## src/rtl/ms_pkg.sv

```systemverilog
`default_nettype none
// ============================================================================
// Module  : ms_pkg
// Brief   : Shared widths and the command record for the ms_if register bus.
// Rev     : 1.0  initial release
// ============================================================================
package ms_pkg;

   localparam int MS_ADDR_W = 2;
   localparam int MS_DATA_W = 8;

   typedef struct packed {
      logic [MS_ADDR_W-1:0] addr;
      logic [MS_DATA_W-1:0] data;
   } ms_cmd_t;

endpackage
`default_nettype wire

```

## src/rtl/ms_cmd_fifo.sv

```systemverilog
`default_nettype none
// ============================================================================
// Module  : ms_cmd_fifo
// Brief   : Power-of-two command FIFO with occupancy count; head is read
//           combinationally from storage.
// Rev     : 1.0  initial release
// ============================================================================
module ms_cmd_fifo
   import ms_pkg::*;
#(
   parameter int  DEPTH = 4,
   parameter type T     = ms_cmd_t,
   parameter int  CNT_W = $clog2(DEPTH + 1)
) (
   input  logic             clk,
   input  logic             rstn,
   input  logic             push,
   input  T                 wr_data,
   input  logic             pop,
   output T                 rd_data,
   output logic             full,
   output logic             empty,
   output logic [CNT_W-1:0] level
);

   localparam int c_PTR_W = $clog2(DEPTH);

   T                   r_mem [DEPTH];
   logic [c_PTR_W-1:0] r_wr_ptr;
   logic [c_PTR_W-1:0] r_rd_ptr;
   logic [CNT_W-1:0]   r_count;
   logic               w_push;
   logic               w_pop;

   assign full    = (r_count == CNT_W'(DEPTH));
   assign empty   = (r_count == '0);
   assign level   = r_count;
   assign rd_data = r_mem[r_rd_ptr];

   // Full blocks a push even if a pop happens on the same edge.
   assign w_push = push && !full;
   assign w_pop  = pop && !empty;

   always_ff @(posedge clk) begin
      if (w_push) begin
         r_mem[r_wr_ptr] <= wr_data;
      end
   end

   always_ff @(posedge clk or negedge rstn) begin
      if (!rstn) begin
         r_wr_ptr <= '0;
         r_rd_ptr <= '0;
         r_count  <= '0;
      end else begin
         if (w_push) begin
            r_wr_ptr <= r_wr_ptr + c_PTR_W'(1);
         end
         if (w_pop) begin
            r_rd_ptr <= r_rd_ptr + c_PTR_W'(1);
         end
         unique case ({w_push, w_pop})
            2'b10:   r_count <= r_count + CNT_W'(1);
            2'b01:   r_count <= r_count - CNT_W'(1);
            default: r_count <= r_count;
         endcase
      end
   end

endmodule
`default_nettype wire

```

## src/rtl/ms_cmd_master.sv

```systemverilog
`default_nettype none
// ============================================================================
// Module  : ms_cmd_master
// Brief   : FIFO-buffered write master for ms_if; data trails address by one
//           cycle. Define MS_CMD_STATS_EN for issue/stall counters.
// Rev     : 1.0  initial release
// ============================================================================
module ms_cmd_master
   import ms_pkg::*;
#(
   parameter int DEPTH = 4,
   parameter int CNT_W = $clog2(DEPTH + 1)
) (
   input  logic                 clk,
   input  logic                 rstn,
   input  logic                 in_valid,
   output logic                 in_ready,
   input  logic [MS_ADDR_W-1:0] in_addr,
   input  logic [MS_DATA_W-1:0] in_data,
   output logic [MS_ADDR_W-1:0] m_addr,
   output logic [MS_DATA_W-1:0] m_data,
   input  logic                 sready,
   output logic                 busy,
   output logic [CNT_W-1:0]     level
`ifdef MS_CMD_STATS_EN
   ,
   output logic [15:0]          stat_issued,
   output logic [15:0]          stat_stall
`endif
);

   ms_cmd_t              w_in_cmd;
   ms_cmd_t              w_head;
   logic                 w_full;
   logic                 w_empty;
   logic                 w_pop;
   logic [MS_DATA_W-1:0] r_a_data;
   logic                 r_pend;

   assign w_in_cmd.addr = in_addr;
   assign w_in_cmd.data = in_data;
   assign in_ready      = !w_full;
   assign w_pop         = sready && !w_empty;
   assign busy          = !w_empty || r_pend;

   ms_cmd_fifo #(
      .DEPTH (DEPTH),
      .T     (ms_cmd_t),
      .CNT_W (CNT_W)
   ) u_fifo (
      .clk     (clk),
      .rstn    (rstn),
      .push    (in_valid),
      .wr_data (w_in_cmd),
      .pop     (w_pop),
      .rd_data (w_head),
      .full    (w_full),
      .empty   (w_empty),
      .level   (level)
   );

   // m_data always follows a_data so each data phase lands one cycle after
   // its address phase, whether or not the slave is ready.
   always_ff @(posedge clk or negedge rstn) begin
      if (!rstn) begin
         m_addr   <= '0;
         r_a_data <= '0;
         m_data   <= '0;
         r_pend   <= 1'b0;
      end else begin
         m_data <= r_a_data;
         r_pend <= w_pop;
         if (w_pop) begin
            m_addr   <= w_head.addr;
            r_a_data <= w_head.data;
         end
      end
   end

`ifdef MS_CMD_STATS_EN
   always_ff @(posedge clk or negedge rstn) begin
      if (!rstn) begin
         stat_issued <= '0;
         stat_stall  <= '0;
      end else begin
         if (w_pop) begin
            stat_issued <= stat_issued + 16'd1;
         end
         if (!sready && !w_empty) begin
            stat_stall <= stat_stall + 16'd1;
         end
      end
   end
`endif

endmodule
`default_nettype wire

```

## config.mk

```make
export PLATFORM = sky130hd
export DESIGN_NAME = ms_cmd_master
export DESIGN_NICKNAME = d
export VERILOG_FILES = /design/src/rtl/ms_pkg.sv /design/src/rtl/ms_cmd_fifo.sv /design/src/rtl/ms_cmd_master.sv
export SDC_FILE = /design/constraint.sdc
export NUM_CORES = 1
export LEC_CHECK = 0
export ABC_AREA = 1
export ABC_CLOCK_PERIOD_IN_PS = 1700
export BUFFER_PORTS_ARGS = -buffer_cell sky130_fd_sc_hd__buf_2
export CAP_MARGIN = 10
export CORE_MARGIN = 10
export CORE_UTILIZATION = 52
export CTS_CLUSTER_DIAMETER = 150
export DETAILED_ROUTE_END_ITERATION = 10
export PLACE_DENSITY = 0.84
export SETUP_SLACK_MARGIN = 0.4
export SYNTH_ARGS = -nofsm -noshare
export SYNTH_HDL_FRONTEND = slang
export SYNTH_SLANG_ARGS = --single-unit
```

## constraint.sdc

```tcl
create_clock -name clk -period 1.7 [get_ports clk]
set_input_delay 0.34 -clock clk [delete_from_list [all_inputs] [get_ports clk]]
set_output_delay 0.34 -clock clk [all_outputs]
set_load 0.02 [all_outputs]
```

==> results of run 1 <==
## power by group
group          total [uW]  switching (uW)  internal [uW]
combinational        2750            1580           1160
sequential           2450             228           2220
clock                1170             553            616
total                6370            2370           4000
## worst paths after layout
kind / startpoint / cells past startpoint / endpoint
setup / recovery: u_fifo.level[1] / 9 / u_fifo.level[2]
max in group asynchronous: rstn / 2 / u_fifo.level[0]
hold reg to reg: r_a_data[5] / 0 / m_data[5]
hold / removal: in_data[6] / 1 / u_fifo.r_mem[0][6]
min in group asynchronous: rstn / 2 / u_fifo.level[1]
setup reg to reg: u_fifo.level[1] / 9 / u_fifo.level[2]
## per-layer routing
metal	track usage (%)	routed length (um)	vias up
met3	3.793	425	11
met4	8.483	141	0
met1	14.75	2326	887
met2	23.29	3027	80
li1	-	-	911
met5	0	0	-
## through the flow
step | hold slack (ns) | setup WS (ns)
after floorplan | 0.04441 | -0.04651
after global placement | 0.3597 | -0.03364
after detailed placement | 0.3587 | -0.08998
after CTS | 0.2068 | -0.01853
after global routing | 0.2119 | -0.1237
final | 0.2203 | -0.05590
## cells in the final DEF, fill, tap and decap left out, drive strengths merged, types with 3 or more instances in the layout
| master | Yosys | final |
|---|---|---|
| ha | 5 | 5 |
| dfrtp | 26 | 26 |
| clkbuf | 0 | 15 |
| edfxtp | 40 | 40 |
| nand2 | 90 | 90 |
| inv | 55 | 55 |
| nand3 | 22 | 22 |
| nor2 | 5 | 5 |
| buf | 7 | 54 |
| xor2 | 3 | 3 |
## flip-flops by register name (all words and copies together), names as in the netlist
name	count
u_fifo.r_mem	40
m_data	8
r_a_data	8
u_fifo.level	3
m_addr	2
u_fifo.r_rd_ptr	2
u_fifo.r_wr_ptr	2
r_pend	1
## kinds of logic (layout without fill, tap and decap cells)
kind of cell / Yosys count / after routing / share of synthesized area, %
fa+ha+maj: 6 / 6 / 3.021
simple gates: 118 / 118 / 18.03
buf+inv: 62 / 127 / 9.245
flops: 66 / 66 / 67.73
xor+xnor: 5 / 5 / 1.602
compound gates: 2 / 2 / 0.3658
## final cells by class
cell class / instances / area, um2 / share of cell area [%]
timing repair buffer: 56 / 491.7 / 13.91
inverter: 55 / 211.5 / 5.982
tap: 70 / 87.58 / 2.478
clock buffer: 14 / 163.9 / 4.637
multi-input combinational: 131 / 714.4 / 20.21
clock inverter: 2 / 10.01 / 0.2832
sequential: 66 / 1856 / 52.50
## synthesized netlist by cell type
cell type,count,share of area (%)
xor2_1,3,0.96
inv_1,52,7.1
ha_1,5,2.3
nand2_4,2,0.82
o21ai_0,1,0.18
nor2_1,4,0.55
buf_6,1,0.41
inv_2,3,0.41
xnor2_1,2,0.64
nand2_1,87,12
fa_1,1,0.73
nand2_2,1,0.23
or2_2,1,0.23
dfrtp_1,26,24
nor2_2,1,0.23
edfxtp_1,40,44
buf_4,2,0.55
o21ai_1,1,0.18
nand3_1,22,4.0
buf_2,4,0.73
## what timing repair did
item	CTS	global route
hold endpoints to repair	21	0
gates resized for setup	32	8
pin swaps	9	8
gates cloned	1	1
hold buffers	1	0
buffers inserted	9	6
setup endpoints to repair	47	59
==> metrics, run 1 <==
status=complete, but fails checks; failing checks=setup timing; Worst-path clk slew=0.07 ns; crit path max fanout=2; Warnings, synthesis=0; CP Cell Sequence=nor2_4 -> nand2_4 -> nand2_8 -> ha_4 -> inv_2 -> fa_2 -> nand2_1 -> nand3_2 -> xor2_1; htree depth=3; fraction of layout cells with a size suffix above 1=27.78%; die height=92.51 um; Layout area overhead=29.29%; CTS Buf Count=9; Crit Path Category=flop to flop; WL final=5920 um; DRC=0; Placer Congestion=0.7690; WL/cell=15.03 um; sinks on the clock net=66; Overall Power=6368 uW; final std cells w/o fill=394; grt ovf=0; antenna-violating nets left=0; Placement Rows=26; TritonRoute pass-1 iters=4; register area share after synthesis=67.73%; cell area after layout=3535 um2; final setup vio count=3; I/O Buffers=28; peak supply drop=0.0008538 V; mapped cell area=2734 um2; Critical Path RT=1.92 ns; Final Util=69.21%; Net Count, Synth=279; Power per Cell Area=1802 nW/um2; clock buffer depth=2; period utilization=103.3%; Max Clock Freq=569.5 MHz; RSZ-0062 raised after global routing=true; Fin Clk Skew=0.01076 ns; placeable core area=5107 um2; vias=1889; startpoint types=flop; flip-flop and latch count after synthesis=66; Setup TNS=-0.1375 ns; Layout fillers=326; CP max-delay cell=dfrtp_2; Via density=4.794; fin worst setup slack=-0.05590 ns; initial antenna violation count=0; Hold WC Path Type=input port to flop; WP buf/inv=1; element type at the critical path end=flop; worst skew pair latency=0.33 ns; die area=8558 um2; First DRT Iteration DRCs=220; cells after synthesis=259; Post-Place Cell Area=3024 um2; vias in the first global route=1906; max-slew violations=0; total of max-cap violations=0; Layout Nets=339; Cell variety after synth=20; largest net degree at the start of global routing=27; Inst Count DP=360; root buffer cell=clkbuf_8; GRT Resource Usage Total=13.66%; DP HPWL=3263 um; n_diodes=0; Critical Path Max Stage Delay=0.43 ns; IO Pins=29; Syn Area/Cell=10.56 um2; critical path data arrival time=1.97 ns; die width=92.51 um; R2R Setup Slk=-0.06 ns; first-pass GRT wire length=9011 um; Fin. Hold Viols=0; CTS tree=yes; P_leak=0.001717 uW; Worst slew margin=62.10%; crit path time final=1.756 ns; CP delay by family, top=simple AND/OR/NAND/NOR gates; Initial Utilization=53.53%; Slew @ Worst Pin=0.5685 ns
No activity file was read; power rests on OpenSTA's default activity.
==> run 2, diff against run 1 <==
--- a/config.mk
+++ b/config.mk
@@ -11,9 +11,10 @@
 export CAP_MARGIN = 10
 export CORE_MARGIN = 10
 export CORE_UTILIZATION = 52
-export CTS_CLUSTER_DIAMETER = 150
+export CTS_CLUSTER_DIAMETER = 60
 export DETAILED_ROUTE_END_ITERATION = 10
 export PLACE_DENSITY = 0.84
+export RECOVER_POWER = 25
 export SETUP_SLACK_MARGIN = 0.4
 export SYNTH_ARGS = -nofsm -noshare
 export SYNTH_HDL_FRONTEND = slang
==> run 2 against run 1 <==
Against the previous run: the run still ends with setup timing left; clock power barely moved; via count down 1.0%; sequential cell count stayed put; wire length rose by 0.27%; total power barely moved; clock skew rose by 0.0015 ns; critical endpoint unchanged; critical path depth unchanged; count of clock-buffer cells in the layout unchanged; critical path type unchanged; worst setup slack is essentially flat; die area is the same; global-route usage is the same; sequential power barely moved.
==> metrics, run 2 (synthesis results as in run 1) <==
fin worst setup slack=-0.05638 ns; IO Pins=29; DP Worst Slack=-0.08998 ns; grt ovf=0; Slew @ Worst Pin=0.5668 ns; FF-to-FF path depth=9; CTS Buf Count=9; CP endpoint=u_fifo.level[2]; RSZ-0062 raised after global routing=true; DRC=0; Largest Register=u_fifo.r_mem; sinks on the clock net=66; Worst-path clk slew=0.07 ns; P_leak=0.001693 uW; Layout area overhead=28.88%; final setup vio count=3; WL final=5936 um; CTS tree=yes; I/O Buffers=28; n_diodes=0; Power per Cell Area=1806 nW/um2; initial antenna violation count=0; worst hold start=in_data[5]; First DRT Iteration DRCs=226; Max Clock Freq=569.4 MHz; critical path data arrival time=1.97 ns; Worst slew margin=62.22%; vias=1870; Fin. Hold Viols=0; placeable core area=5107 um2; max-slew violations=0; Hold WC Path Type=input port to flop; die height=92.51 um; failing checks=setup timing; die width=92.51 um; Layout fillers=327; peak supply drop=0.0008460 V; reg2reg start=u_fifo.level[1]; Initial Utilization=53.53%; total of max-cap violations=0; fraction of layout cells with a size suffix above 1=25.00%; clock buffer depth=2; Placement Rows=26; period utilization=103.3%; GRT Resource Usage Total=13.66%; WL/cell=15.07 um; max reg flops=40; Crit Path Category=flop to flop; largest net degree at the start of global routing=27; vias in the first global route=1906; crit path time final=1.756 ns; htree depth=3; antenna-violating nets left=0; R2R Setup Slk=-0.06 ns; Critical R2R Capture=u_fifo.level[2]; Placer Congestion=0.7690; DP HPWL=3263 um; Via density=4.746; die area=8558 um2; Fin Hold WS=0.2336 ns; Largest regs=u_fifo.r_mem: 40 flops, m_data: 8 flops, r_a_data: 8 flops; startpoint types=flop; Fin Clk Skew=0.01229 ns; commonest cells after routing, fill and taps aside=nand2_1 (86), inv_1 (50), edfxtp_1 (40), dfrtp_1 (23), nand3_1 (21); Layout Nets=339; element type at the critical path end=flop; Critical Path RT=1.92 ns; status=complete, but fails checks; commonest non-fill, non-tap cell in the layout=nand2_1; Worst Setup SP=u_fifo.level[1]; worst skew pair latency=0.33 ns; first-pass GRT wire length=9011 um; crit path max fanout=2; TritonRoute pass-1 iters=4; root buffer cell=clkbuf_8
==> run 2: changes by cell type in the layout (fill, tap and decap cells not counted), sizes merged <==
cell / previous run / this run
clkbuf: 15 / 24
buf: 54 / 45
==> run 2: power breakdown <==
part / total, uW / leakage (uW) / switching [uW] / internal (uW)
logic: 2750 / 0.000924 / 1590 / 1160
clock network: 1160 / 0.0000896 / 544 / 616
registers: 2450 / 0.000679 / 229 / 2220
total: 6360 / 0.00169 / 2360 / 4000
==> run 2: cell type report <==
type	count	area (um2)	area share (%)
Sequential cell	66	1856	52.66
Multi-Input combinational cell	131	714.4	20.28
Timing Repair Buffer	56	480.5	13.64
Inverter	55	211.5	6.001
Clock buffer	14	163.9	4.652
Tap cell	70	87.58	2.486
Clock inverter	2	10.01	0.2841
==> run 2: how the worst min path moves through the flow <==
stage                          to  cells past startpoint
2_1_floorplan           m_addr[0]                      0
3_3_place_gp   u_fifo.r_wr_ptr[1]                      1
3_5_place_dp               r_pend                      1
4_1_cts        u_fifo.r_mem[0][6]                      1
5_1_grt        u_fifo.r_mem[0][5]                      1
6_report       u_fifo.r_mem[0][5]                      1
==> run 2: layer usage <==
metal,track usage [%],part of all wire [%],up-vias,wire (um)
met5,0,0,-,0
met4,8.483,2.5,0,149
met3,3.793,6.1,13,361
met2,23.29,51,65,3049
met1,14.75,40,883,2375
li1,-,-,909,-
==> run 2: critical path, stage by stage (launching register included) <==
cell and delay [ns]:
dfrtp_2 0.43, nor2_4 0.17, nand2_4 0.09, nand2_8 0.08, ha_4 0.13, inv_2 0.04, fa_2 0.33, nand2_1 0.09
nand3_2 0.09, xor2_1 0.17
==> run 2: metrics by stage <==
step,std cells,TNS [ns],area (um2),total power (uW),utilization [%]
2_1_floorplan,259,-0.08773,2768,3872,-
3_3_place_gp,360,-0.5825,3024,4424,59.21
3_5_place_dp,360,-2.192,3024,4520,59.21
4_1_cts,387,-0.01853,3410,6068,66.76
5_1_grt,394,-0.3322,3523,6745,68.99
6_report,394,-0.1381,3523,6362,68.99
==> run 2: what timing repair did <==
action	in CTS	in global routing
hold buffers	1	0
setup buffers	9	6
gates resized for setup	32	8
endpoints found under the hold margin	21	0
gates cloned	1	1
pin swaps	9	8
setup endpoints to repair	47	59
